**config.mk**
```make
export PLATFORM = sky130hd
export DESIGN_NAME = voltage_sample_scheduler
export DESIGN_NICKNAME = d
export VERILOG_FILES = /design/src/rtl/voltage_sample_scheduler.sv
export SDC_FILE = /design/constraint.sdc
export NUM_CORES = 1
export LEC_CHECK = 0
export ABC_AREA = 1
export CORE_UTILIZATION = 34
export CTS_CLUSTER_DIAMETER = 80
export DETAILED_ROUTE_END_ITERATION = 8
export HOLD_SLACK_MARGIN = 0.06
export PLACE_DENSITY_LB_ADDON = 0.12
export REMOVE_ABC_BUFFERS = 1
export SKIP_LAST_GASP = 1
export SYNTH_ARGS = -nofsm -noshare
export SYNTH_HDL_FRONTEND = slang
export SYNTH_SLANG_ARGS = --single-unit
```
**constraint.sdc**
```tcl
create_clock -name clk -period 2.6 [get_ports clk]
set_clock_uncertainty 0.15 [all_clocks]
set_input_delay 0.26 -clock clk [delete_from_list [all_inputs] [get_ports clk]]
set_output_delay 0.26 -clock clk [all_outputs]
set_load 0.01 [all_outputs]
```
**src/rtl/voltage_sample_scheduler.sv**
```systemverilog
// Periodic ADC burst sampler: every TICK_CYCLES it fetches 2^AVG_LOG2 samples over a req/valid
// handshake, publishes the truncated average with a one-cycle calc_flag and flags timeouts/overruns.
// Latency tick->calc_flag is 2N+1 cycles with a zero-wait ADC; adc_req is held until adc_valid or timeout.
// Optional build macro VSCHED_CLAMP_EN limits the published code to 2000.
module voltage_sample_scheduler #(
    parameter int TICK_CYCLES = 6000000,
    parameter int AVG_LOG2    = 3,
    parameter int TIMEOUT_CYC = 1023
) (
    input  logic        clk,
    input  logic        rst_n,
    output logic        adc_req,
    input  logic        adc_valid,
    input  logic [11:0] adc_data,
    output logic        calc_flag,
    output logic [11:0] calc_data,
    output logic        busy,
    output logic        timeout_err,
    output logic        overrun_err
);

    localparam int TW = (TICK_CYCLES > 1) ? $clog2(TICK_CYCLES) : 1;
    localparam int WW = (TIMEOUT_CYC > 0) ? $clog2(TIMEOUT_CYC + 1) : 1;
    localparam int AW = 12 + AVG_LOG2;
    localparam int CW = AVG_LOG2 + 1;

    typedef enum logic [1:0] {S_IDLE, S_REQ, S_GAP, S_PUB} state_t;

    state_t          r_state;
    state_t          w_next;
    logic [TW-1:0]   r_tick_cnt;
    logic [WW-1:0]   r_wait;
    logic [CW-1:0]   r_cnt;
    logic [AW-1:0]   r_acc;
    logic            r_adc_req;
    logic            r_calc_flag;
    logic [11:0]     r_calc_data;
    logic            r_busy;
    logic            r_timeout_err;
    logic            r_overrun_err;

    logic            w_tick;
    logic            w_xfer;
    logic            w_timeout;
    logic [CW-1:0]   w_cnt_inc;
    logic [11:0]     w_avg;
    logic [11:0]     w_pub;

    assign w_tick    = (r_tick_cnt == TW'(TICK_CYCLES - 1));
    assign w_xfer    = (r_state == S_REQ) && adc_valid;
    assign w_timeout = (r_state == S_REQ) && !adc_valid && (r_wait == WW'(TIMEOUT_CYC));
    assign w_cnt_inc = r_cnt + 1'b1;
    assign w_avg     = r_acc[AVG_LOG2 +: 12];

`ifdef VSCHED_CLAMP_EN
    assign w_pub = (w_avg > 12'd2000) ? 12'd2000 : w_avg;
`else
    assign w_pub = w_avg;
`endif

    always_ff @(posedge clk or negedge rst_n) begin
        if (!rst_n) begin
            r_tick_cnt <= '0;
        end else if (w_tick) begin
            r_tick_cnt <= '0;
        end else begin
            r_tick_cnt <= r_tick_cnt + 1'b1;
        end
    end

    always_comb begin
        w_next = r_state;
        case (r_state)
            S_IDLE:  if (w_tick) w_next = S_REQ;
            S_REQ: begin
                if (w_xfer) begin
                    w_next = (w_cnt_inc == CW'(1 << AVG_LOG2)) ? S_PUB : S_GAP;
                end else if (w_timeout) begin
                    w_next = S_IDLE;
                end
            end
            S_GAP:   w_next = S_REQ;
            S_PUB:   w_next = S_IDLE;
            default: w_next = S_IDLE;
        endcase
    end

    always_ff @(posedge clk or negedge rst_n) begin
        if (!rst_n) begin
            r_state       <= S_IDLE;
            r_wait        <= '0;
            r_cnt         <= '0;
            r_acc         <= '0;
            r_adc_req     <= 1'b0;
            r_calc_flag   <= 1'b0;
            r_calc_data   <= '0;
            r_busy        <= 1'b0;
            r_timeout_err <= 1'b0;
            r_overrun_err <= 1'b0;
        end else begin
            r_state     <= w_next;
            r_adc_req   <= (w_next == S_REQ);
            r_busy      <= (w_next != S_IDLE);
            r_calc_flag <= (r_state == S_PUB);
            if (r_state == S_IDLE && w_tick) begin
                r_acc  <= '0;
                r_cnt  <= '0;
                r_wait <= '0;
            end
            if (w_xfer) begin
                r_acc <= r_acc + AW'(adc_data);
                r_cnt <= w_cnt_inc;
            end else if (r_state == S_REQ && !w_timeout) begin
                r_wait <= r_wait + 1'b1;
            end
            if (r_state == S_GAP) r_wait <= '0;
            if (r_state == S_PUB) r_calc_data <= w_pub;
            if (w_timeout) r_timeout_err <= 1'b1;
            // A tick is only consumed in IDLE; anywhere else it is lost.
            if (w_tick && r_state != S_IDLE) r_overrun_err <= 1'b1;
        end
    end

    assign adc_req     = r_adc_req;
    assign calc_flag   = r_calc_flag;
    assign calc_data   = r_calc_data;
    assign busy        = r_busy;
    assign timeout_err = r_timeout_err;
    assign overrun_err = r_overrun_err;

endmodule

```
# Word-level counts from Yosys, hierarchy flattened
# Index checks and enable logic that the tools add are counted.
word_totals:
  reg_bits: 71
  input_bits: 15
  output_inout_bits: 17
  elab_cells: 48
op_classes:
  n_addsub: 4
  n_eq_ne: 7
  muxes: 14
  reduce_logical: 12
op_table:
  columns: ["operator", "count"]
  rows:
  - ["10-bit two-way mux", 4]
  - ["15-bit two-way mux", 2]
  - ["23-bit by 1-bit adder with 23-bit output (second input constant)", 1]
  - ["23-bit == test (second input constant)", 1]
  - ["23-bit two-way mux", 1]
  - ["15-bit by 12-bit adder with 15-bit output", 1]
  - ["10-bit by 1-bit adder with 10-bit output (second input constant)", 1]
  - ["10-bit == test (second input constant)", 1]
  - ["4-bit two-way mux", 2]
  - ["2-bit one-hot mux with 4 select lines", 1]
  - ["1-bit logical AND", 6]
  - ["2-bit two-way mux", 3]
  - ["2-bit nonzero test", 3]
  - ["4-bit by 1-bit adder with 4-bit output (second input constant)", 1]
  - ["2-bit by 1-bit == test with 1-bit output (second input constant)", 2]
  - ["2-bit == test (second input constant)", 2]
  - ["4-bit == test (second input constant)", 1]
  - ["1-bit zero test", 2]
  - ["2-bit zero test", 1]
  - ["1-bit two-way mux", 1]

# Longest topological paths before layout
# Gate-level depths: netlist of run 1.
depth:
  ltp_word: 8
  depth_mapped: 11
  depth_no_buf: 11

# Least setup slack after synthesis of run 1
# Ideal clock, no wire load.
synth_path:
  path_kind: "register -> register"
  from: "register r_acc[0]"
  to: "register r_acc[12]"
  setup_ns: 0.113
  t_arrival_ns: 1.585
  required_ns: 2.337
  slack_ns: 0.752
  path_stages_with_launch: 11
  path_buffers: 0
  period_less_slack_ns: 1.848
  cell_sequence: "dfrtp_1 -> ha_1 -> fa_1 -> nand3_1 -> nand3_1 -> nand3_1 -> nand3_1 -> nand2_1 -> nand2_1 -> nand2_1 -> inv_1"
synth_via:
  elab_chain_cells: 2
synth_rtl:
  columns: ["item", "line_no", "rtl"]
  rows:
  - ["start: declaration", "34", "logic [AW-1:0] r_acc;"]
  - ["start signal: assignment", "111", "r_acc <= r_acc + AW'(adc_data);"]
  - ["15-bit by 12-bit adder with 15-bit output", "111", null]
  - ["15-bit two-way mux", "110", "if (w_xfer) begin"]
# No other way between the ends.
# A chain may end at the register's enable or synchronous reset.

# Worst setup path in the final report of run 1
# Ends and elaborated chain as after synthesis.

==> impl_metrics.yaml, run 1 <==
yosys:
  syn_area_um2: 4315
  synth-edff-count: 0
  yosysTopAreaCell: "dfrtp_1"
  avgSynthCellArea_um2: 7.253
  synth.most_common_cell: "nand2_1"
  synth_commonest_cells: "nand2_1, inv_1, dfrtp_1"
  synth_warnings: 0
  synth_top_area_share_pct: 41.17
  synthCells: 595
  ys.flop_type: "dfrtp_1"
  synth-seq-cells: 71
  seq_area_frac_synth_pct: 41.17
  ys_types: 34
  synth.top_cells.by_area: "dfrtp_1, nand2_1, inv_1"
  synthArstFlopShare_pct: 100.0
place:
  gp_congestion: 0.9276
  io_buffers: 31
  dp.cells: 792
  dp_hpwl_um: 7514
die:
  initial_core_util_pct: 35.34
  die_area_um2: 13150
  die_h_um: 114.7
  num_io_pins: 32
  rows: 40
  die-width_um: 114.7
  design.core.area_um2: 12210
critical_path:
  crit_slowest_cell: "fa_1"
  path_cells: "ha_1 > fa_1 > nand3_1 > nand3_1 > nand3_1 > nand3_1 > nand2_1 > nand2_1 > nand2_1 > inv_1"
  r2r_end: "r_acc[12]"
  critPathArrivalTime_ns: 2.16
  cp_max_fo: 5
  worst_path_largest_cell_delay_ns: 0.43
  path_buf_inv: 1
  cpMostUsedCell: "nand3_1"
  cp-end-kind: "flip-flop"
  required_ns: 2.69
  r2r-start: "r_acc[0]"
  setup.worst_path.start: "r_acc[0]"
  crit_type: "reg2reg"
  critPathTopFamily: "simple AND/OR/NAND/NOR gates"
  r2r_slack_ns: 0.53
  cp-start-kind: "flip-flop"
  ff2ff_path_depth: 10
layout:
  diodes: 0
  fin_cells: 809
  drive_above_1_share_pct: 6.864
  area_delta_synth_final_pct: 18.67
  nets: 668
clock_network:
  root_buffer: "clkbuf_16"
  cts_resized: 0
  cts_tree: "done"
  max-clock-path-buffers: 2
  cts.sinks: 71
  clkLatencyLatePin_ns: 0.34
  clk_pin_slew_ns: 0.06
  cts_buffers: 9
  htreeDepth: 3
grt:
  grt_pass1_vias: 3536
  antenna_found_initial: 0
  grt_usage_pct: 17.12
  gr-total-overflow: 0
  grt_first_pass_wirelength_um: 17250
  grt_max_degree: 42
timing:
  slew_headroom_pct: 51.17
  setup_viol: 0
  finalSetupTns_ns: 0
  finalHoldViolCount: 0
  worst_slew_pin_slew_ns: 0.7307
  fmax_ghz: 0.4831
  rsz0062_at_grt: "false"
  period_minus_slack_ns: 2.070
  fin_crit_sh_pct: 79.62
  drv_slew: 0
status:
  outcome: "finished clean"
detailed_routing:
  avgViaCountPerCell: 4.670
  dr.first_iter.drc_count: 185
  drt-total-wl_um: 10060
  first_pass_iters: 5
  vias: 3778
  final_antenna_net_count: 0
  drc: 0
  avgRoutedWirePerCell_um: 12.44
power:
  swShare_pct: 21.93
  power.share.clock_pct: 49.2
  switchingPower_w: 0.0005141
  p_int_w: 0.001830
  power.density_nw_per_um2: 457.8
  comb_power_share_pct: 3.6
  seq_power_share_pct: 47.2
  peakVddDrop_mv: 0.4065
  p_leak_nw: 2.589
  total_power_w: 0.002344
job:
  cap_violations: 0
min_path:
  hold_depth: 2
  min_to: "timeout_err"
  hp-class: "reg2reg"
  min_from: "timeout_err"
-- routing by layer --
layer,GRT usage (%),up-vias,routed length (um)
met5,0,-,0
met4,5.195,0,49
met3,4.923,4,439
met2,25.66,89,4459
met1,23.82,1711,5116
li1,-,1974,-
-- placed cells by master (no fill, tap or decap), types with 9 or more instances in the layout --
master / instances
a21oi_1: 20
nor3_1: 12
xor2_1: 11
nand3_1: 49
o21ai_0: 24
dfrtp_1: 71
nand2_1: 186
nand4_1: 15
nor2_1: 57
ha_1: 16
inv_1: 89
clkdlybuf4s50_1: 30
clkbuf_16: 9
-- final cells by class --
cell class | count | area, um2
Fill cell | 1317 | 7091
Clock inverter | 4 | 20.02
Tap cell | 168 | 210.2
Inverter | 91 | 341.6
Clock buffer | 12 | 256.5
Timing Repair Buffer | 38 | 375.4
Multi-Input combinational cell | 425 | 2141
Sequential cell | 71 | 1777
-- worst min-delay path, cell delays in order (launching register included) --
cell,delay (ns)
dfrtp_1,0.34
inv_1,0.04
nand2_1,0.05
-- metrics by stage --
| step | hold WS (ns) | worst slack (ns) | area (um2) | util, % |
|---|---|---|---|---|
| floorplan | -0.1856 | 0.7425 | 4259 | - |
| CTS | 0.3180 | 0.5289 | 5121 | 41.94 |
| global route | 0.3677 | 0.3847 | 5121 | 41.94 |
| finish | 0.3122 | 0.5300 | 5121 | 41.94 |
| detailed placement | 0.1565 | 0.2121 | 4835 | 39.59 |
| global placement | 0.1493 | 0.2447 | 4835 | 39.59 |
-- power groups by stage --
stage               sequential, W  clock [W]  combinational [W]
floorplan                 0.00113          0          0.0000283
global placement          0.00113          0          0.0000860
detailed placement        0.00113          0          0.0000868
CTS                       0.00111    0.00120          0.0000883
global route              0.00110    0.00124          0.0000977
finish                    0.00111    0.00115          0.0000855
-- how the worst max path moves through the flow --
stage | endpoint | slack (ns) | cells after the start
floorplan | r_acc[12] | 0.74 | 10
global placement | r_acc[12] | 0.24 | 11
detailed placement | r_acc[12] | 0.21 | 11
CTS | r_acc[12] | 0.53 | 10
global route | r_acc[12] | 0.38 | 10
finish | r_acc[12] | 0.53 | 10
-- registers in the layout, indices dropped and copies added (netlist names) --
signal       flops
adc_req          1
busy             1
calc_data       12
calc_flag        1
overrun_err      1
r_acc           15
r_cnt            4
r_state          2
r_tick_cnt      23
r_wait          10
timeout_err      1
-- kinds of logic after synthesis --
| logic type | count (synthesis) | synth area share (%) |
|---|---|---|
| AOI/OAI and AO/OA | 55 | 6.727 |
| buffers and inverters | 99 | 9.220 |
| DFF | 71 | 41.17 |
| adders and majority gates | 17 | 5.103 |
| and+or+nand+nor | 340 | 35.14 |
| xor gates and xnor gates | 13 | 2.638 |
-- what timing repair did --
action	in CTS	in global routing
endpoints found under the setup margin	0	0
buffers inserted	0	0
hold buffers	1	0
endpoints found under the hold margin	40	0
Note: power is estimated with default switching activity, not from simulation.
==> run 2, diff against run 1 <==
==> constraint.sdc (replaced) <==
create_clock -name clk -period 1.8 [get_ports clk]
set_clock_uncertainty 0.15 [all_clocks]
set_input_delay 0.18 -clock clk [delete_from_list [all_inputs] [get_ports clk]]
set_output_delay 0.18 -clock clk [all_outputs]
set_load 0.01 [all_outputs]
==> run 2 against run 1 <==
- largest cell class unchanged
- worst hold slack got worse by 0.11 ns
- cell count increased by 5.8%
- worst setup slack got worse by 0.53 ns
- sequential share of layout area shrank 4.0 points
- utilization increased by 5.5 points
- combinational power up 78%
- the flow now finishes with violations (setup timing)
- die area did not move
- flip-flop and latch count stayed put
- global-route usage up 1.5 points
- critical path type unchanged
- register-to-register slack got worse by 0.53 ns
- critical endpoint unchanged
- wire length is 11% higher
- clock power grew 59%
==> impl_metrics.yaml, run 2 (same netlist as run 1, synthesis figures left out) <==
place:
  io_buffers: 31
  gp_congestion: 0.8962
  post-place-ws_ns: -0.4282
  dp_hpwl_um: 8308
  dp.cells: 831
timing:
  drv_slew: 0
  worst_slew_pin_slew_ns: 0.4830
  rsz0062_at_grt: "true"
  slew_headroom_pct: 67.80
  period_minus_slack_ns: 1.803
  setup_viol: 1
  fin_ws_ns: -0.003473
  fmax_ghz: 0.5545
  finalHoldViolCount: 0
  fin_crit_sh_pct: 100.2
grt:
  met3_usage_pct: 4.976
  grtUsageMet2_pct: 29.09
  grt_max_degree: 34
  gr-total-overflow: 0
  grt_busiest_layer: "met2"
  grt_pass1_vias: 3967
  grtUsageMet1_pct: 25.24
  grt_usage_pct: 18.60
  grt_first_pass_wirelength_um: 18860
  antenna_found_initial: 0
layout:
  diodes: 0
  multi_input_area_um2: 2384
  final_cell_mix: "nand2_1, inv_1, dfrtp_1"
  drive_above_1_share_pct: 18.90
  regArea_um2: 1777
  fin_cells: 856
  largest_reg_flops: 23
  nets: 715
  area_delta_synth_final_pct: 34.33
  largest-register: "r_tick_cnt"
  fillCellCount: 1251
  mostFrequentLayoutCell: "nand2_1"
detailed_routing:
  final_antenna_net_count: 0
  avgRoutedWirePerCell_um: 13.03
  drc: 0
  vias: 4007
  first_pass_iters: 4
  drt-total-wl_um: 11150
  dr.first_iter.drc_count: 219
  avgViaCountPerCell: 4.681
die:
  die-width_um: 114.7
  num_io_pins: 32
  rows: 40
  design.core.area_um2: 12210
  initial_core_util_pct: 35.34
  die_area_um2: 13150
  die_h_um: 114.7
power:
  p_leak_nw: 2.884
  power.density_nw_per_um2: 617.3
  peakVddDrop_mv: 0.6323
  p_int_w: 0.002768
  total_power_w: 0.003578
  seq_power_share_pct: 44.6
  comb_power_share_pct: 4.3
  power.share.clock_pct: 51.1
  swShare_pct: 22.63
  switchingPower_w: 0.0008099
clock_network:
  root_buffer: "clkbuf_16"
  max-clock-path-buffers: 2
  cts.sinks: 71
  clk_pin_slew_ns: 0.06
  cts_buffers: 9
  clkLatencyLatePin_ns: 0.34
  cts_tree: "done"
  htreeDepth: 3
critical_path:
  cp-start-kind: "flip-flop"
  path_cells: "ha_2 > fa_2 > nand3_1 > nand3_2 > nand3_2 > nand3_2 > nand2_1 > nand2_1 > nand2_1 > inv_1"
  crit_type: "reg2reg"
  crit_slowest_cell: "dfrtp_1"
  path_buf_inv: 1
  worst_path_largest_cell_delay_ns: 0.38
  cp_max_fo: 4
  r2r_end: "r_acc[12]"
  ff2ff_path_depth: 10
  critPathArrivalTime_ns: 1.89
  r2r_slack_ns: -0.003
  r2r-start: "r_acc[0]"
  cp.depth: 10
  critPathTopFamily: "simple AND/OR/NAND/NOR gates"
  cp-end-kind: "flip-flop"
  required_ns: 1.89
min_path:
  hp-class: "in2async"
job:
  cap_violations: 0
status:
  violations: "setup timing"
  outcome: "finished with violations"
[run 2: worst max path at each step]
stage                           start   endpoint
after CTS                    r_acc[0]  r_acc[12]
after floorplan              r_acc[0]  r_acc[12]
after global routing         r_acc[0]  r_acc[12]
final                        r_acc[0]  r_acc[12]
after global placement    adc_data[0]  r_acc[12]
after detailed placement  adc_data[0]  r_acc[12]
[run 2: power by group through the flow]
stage               sequential [W]  combinational (W)  clock [W]
global placement           0.00163           0.000140          0
CTS                        0.00160           0.000147    0.00189
detailed placement         0.00163           0.000143          0
finish                     0.00160           0.000152    0.00183
floorplan                  0.00163          0.0000409          0
global route               0.00159           0.000171    0.00195
[run 2: per-layer routing]
| metal | vias to the layer above | share of wire (%) |
|---|---|---|
| li1 | 2060 | - |
| met2 | 68 | 45 |
| met5 | - | 0 |
| met4 | 0 | 0.96 |
| met1 | 1872 | 50 |
| met3 | 7 | 3.8 |
[run 2: final cells by class]
class | count | area share, %
flip-flops and latches | 71 | 30.65
inverters | 91 | 5.893
clock buffers | 10 | 4.123
well taps | 168 | 3.626
repair buffers | 85 | 13.55
multi-input cells | 425 | 41.12
clock inverters | 6 | 1.036
[run 2: worst register-to-register path: cells and delay by family (launching register included)]
family	cells	cell delay, ns
and+or+nand+nor	7	0.61
DFF	1	0.38
adders and majority gates	2	0.53
buffers and inverters	1	0.03
[run 2: timing repair]
action	4_1_cts	5_1_grt
pin swaps	0	10
cloned	0	1
gates resized for setup	7	46
buffers inserted	0	7
hold endpoints to repair	59	0
setup endpoints to repair	9	35
hold buffers	1	0
[run 2: through the flow]
| step | utilization, % | hold slack, ns | cell area, um2 | setup TNS [ns] |
|---|---|---|---|---|
| after floorplan | - | -0.2656 | 4259 | -0.06358 |
| after global placement | 42.19 | 0.02196 | 5152 | -2.666 |
| final | 47.47 | 0.1980 | 5797 | -0.003473 |
| after global routing | 47.47 | 0.2424 | 5797 | -1.289 |
| after detailed placement | 42.19 | 0.03032 | 5152 | -2.953 |
| after CTS | 45.01 | 0.2004 | 5497 | 0 |
==> run 3, diff against run 2 <==
--- a/config.mk
+++ b/config.mk
@@ -6,12 +6,13 @@
 export NUM_CORES = 1
 export LEC_CHECK = 0
 export ABC_AREA = 1
-export CORE_UTILIZATION = 34
+export CORE_UTILIZATION = 53
 export CTS_CLUSTER_DIAMETER = 80
 export DETAILED_ROUTE_END_ITERATION = 8
 export HOLD_SLACK_MARGIN = 0.06
 export PLACE_DENSITY_LB_ADDON = 0.12
 export REMOVE_ABC_BUFFERS = 1
+export SETUP_SLACK_MARGIN = 0.02
 export SKIP_LAST_GASP = 1
 export SYNTH_ARGS = -nofsm -noshare
 export SYNTH_HDL_FRONTEND = slang
==> run 3 against run 2 <==
- the run now ends clean
- largest cell class unchanged
- first-iteration DRC count up 17%
- sequential share of layout area up 1.6 points
- global-route usage rose by 7.8 points
- maximum frequency increased by 1.9%
- critical path depth is 1 lower
- flip-flop and latch count unchanged
- cell count shrank 8.3%
- wire length decreased by 6.4%
- power fell by 16%
- design area down 4.8%
==> impl_metrics.yaml, run 3 (same netlist as run 1, synthesis figures left out) <==
critical_path:
  ff2ff_path_depth: 9
  cpMostUsedCell: "nor2_4"
  r2r_end: "r_wait[9]"
  setup.worst_path.start: "r_tick_cnt[0]"
  crit_slowest_cell: "dfrtp_1"
  crit_type: "reg2reg"
  r2r_slack_ns: 0.03
  worst_path_largest_cell_delay_ns: 0.38
  cp-end-kind: "flip-flop"
  cp_max_fo: 16
  path_cells: "ha_2 > nand2_2 > nor2_4 > nand2_4 > nor2_4 > nand3_4 > buf_12 > a21oi_2 > nor2_1"
  cp-start-kind: "flip-flop"
  critPathArrivalTime_ns: 1.84
  r2r-start: "r_tick_cnt[0]"
  required_ns: 1.87
job:
  cap_violations: 0
layout:
  nets: 710
  fin_area_um2: 5520
  diodes: 0
  mostFrequentLayoutCell: "nand2_1"
  largest-register: "r_tick_cnt"
  final_util_pct: 70.71
  fillCellCount: 638
  area_delta_synth_final_pct: 27.92
  largest_reg_flops: 23
  drive_above_1_share_pct: 16.54
  final_cell_mix: "nand2_1, inv_1, dfrtp_1"
grt:
  gr-total-overflow: 0
  grt_first_pass_wirelength_um: 17600
  grt_max_degree: 36
  grt_pass1_vias: 3898
  antenna_found_initial: 0
  grt_usage_pct: 26.45
place:
  dp_hpwl_um: 7728
  place_area_um2: 5045
  gp_congestion: 0.9219
  io_buffers: 31
timing:
  fmax_ghz: 0.5649
  finalHoldViolCount: 0
  rsz0062_at_grt: "true"
  period_minus_slack_ns: 1.770
  hold_slack_ns: 0.1852
  drv_slew: 0
  setup_viol: 0
  worst_slew_pin_slew_ns: 0.5056
  slew_headroom_pct: 66.29
  fin_crit_sh_pct: 98.34
die:
  die_area_um2: 8507
  rows: 32
  initial_core_util_pct: 55.27
  die_h_um: 92.24
  num_io_pins: 32
  die-width_um: 92.24
  design.core.area_um2: 7807
clock_network:
  cts_buffers: 9
  cts.sinks: 71
  max-clock-path-buffers: 2
  htreeDepth: 3
  cts_tree: "done"
  root_buffer: "clkbuf_8"
  clkLatencyLatePin_ns: 0.34
  clk_pin_slew_ns: 0.07
power:
  peakVddDrop_mv: 0.4576
  p_leak_nw: 2.801
  power.density_nw_per_um2: 546.5
  total_power_w: 0.003017
detailed_routing:
  final_antenna_net_count: 0
  avgRoutedWirePerCell_um: 13.30
  drt-total-wl_um: 10440
  drc: 0
  vias: 4042
  avgViaCountPerCell: 5.149
  first_pass_iters: 4
  dr.first_iter.drc_count: 256
min_path:
  hp-class: "in2async"
status:
  outcome: "finished clean"
==> run 3: layer usage <==
metal / global-route usage (%) / vias to the layer above / routed length, um
met1: 35.77 / 1897 / 4992
met4: 8.073 / 0 / 111
li1: - / 2048 / -
met5: 0 / - / 0
met2: 43.41 / 86 / 4911
met3: 4.478 / 11 / 424
==> run 3: power breakdown <==
| part | switching (W) | internal [W] | total [W] |
|---|---|---|---|
| clock network | 0.000591 | 0.000678 | 0.00127 |
| logic | 0.0000860 | 0.0000677 | 0.000154 |
| registers | 0 | 0.00159 | 0.00159 |
| total | 0.000677 | 0.00234 | 0.00302 |
==> run 3: final cells by class <==
| cell class | count | area (um2) | share of cell area, % |
|---|---|---|---|
| Multi-Input combinational cell | 425 | 2349 | 42.54 |
| Sequential cell | 71 | 1778 | 32.21 |
| Timing Repair Buffer | 80 | 733.2 | 13.28 |
| Inverter | 91 | 341.6 | 6.188 |
| Clock buffer | 13 | 148.9 | 2.697 |
| Tap cell | 102 | 127.6 | 2.312 |
| Clock inverter | 3 | 42.54 | 0.7706 |
==> run 3: worst max path at each step <==
stage               depth (start not counted)   endpoint
global placement                           11  r_acc[12]
CTS                                        10  r_acc[12]
floorplan                                  10  r_acc[12]
global route                               11  r_acc[13]
finish                                      9  r_wait[9]
detailed placement                         11  r_acc[12]
==> run 3: worst max-delay path, delay by kind of cell (launching register included) <==
family	cells	cell delay [ns]
adders and majority gates	1	0.20
AOI/OAI and AO/OA	1	0.12
DFF	1	0.38
buffers and inverters	1	0.19
and+or+nand+nor	6	0.62
==> run 3: repair_timing <==
action	in CTS	in global routing
endpoints found under the setup margin	22	42
pin swaps	7	15
endpoints found under the hold margin	19	0
resized for setup	11	32
buffers inserted	1	5
gates cloned	0	0
hold buffers	1	0
==> run 3: metrics by stage <==
| stage | std cells | setup TNS, ns | setup slack (ns) |
|---|---|---|---|
| 6_report | 785 | 0 | 0.02987 |
| 5_1_grt | 785 | -0.5447 | -0.09044 |
| 4_1_cts | 780 | -0.03687 | -0.02282 |
| 3_5_place_dp | 762 | -2.888 | -0.4437 |
| 3_3_place_gp | 762 | -2.340 | -0.3815 |
| 2_1_floorplan | 587 | -0.06358 | -0.05750 |
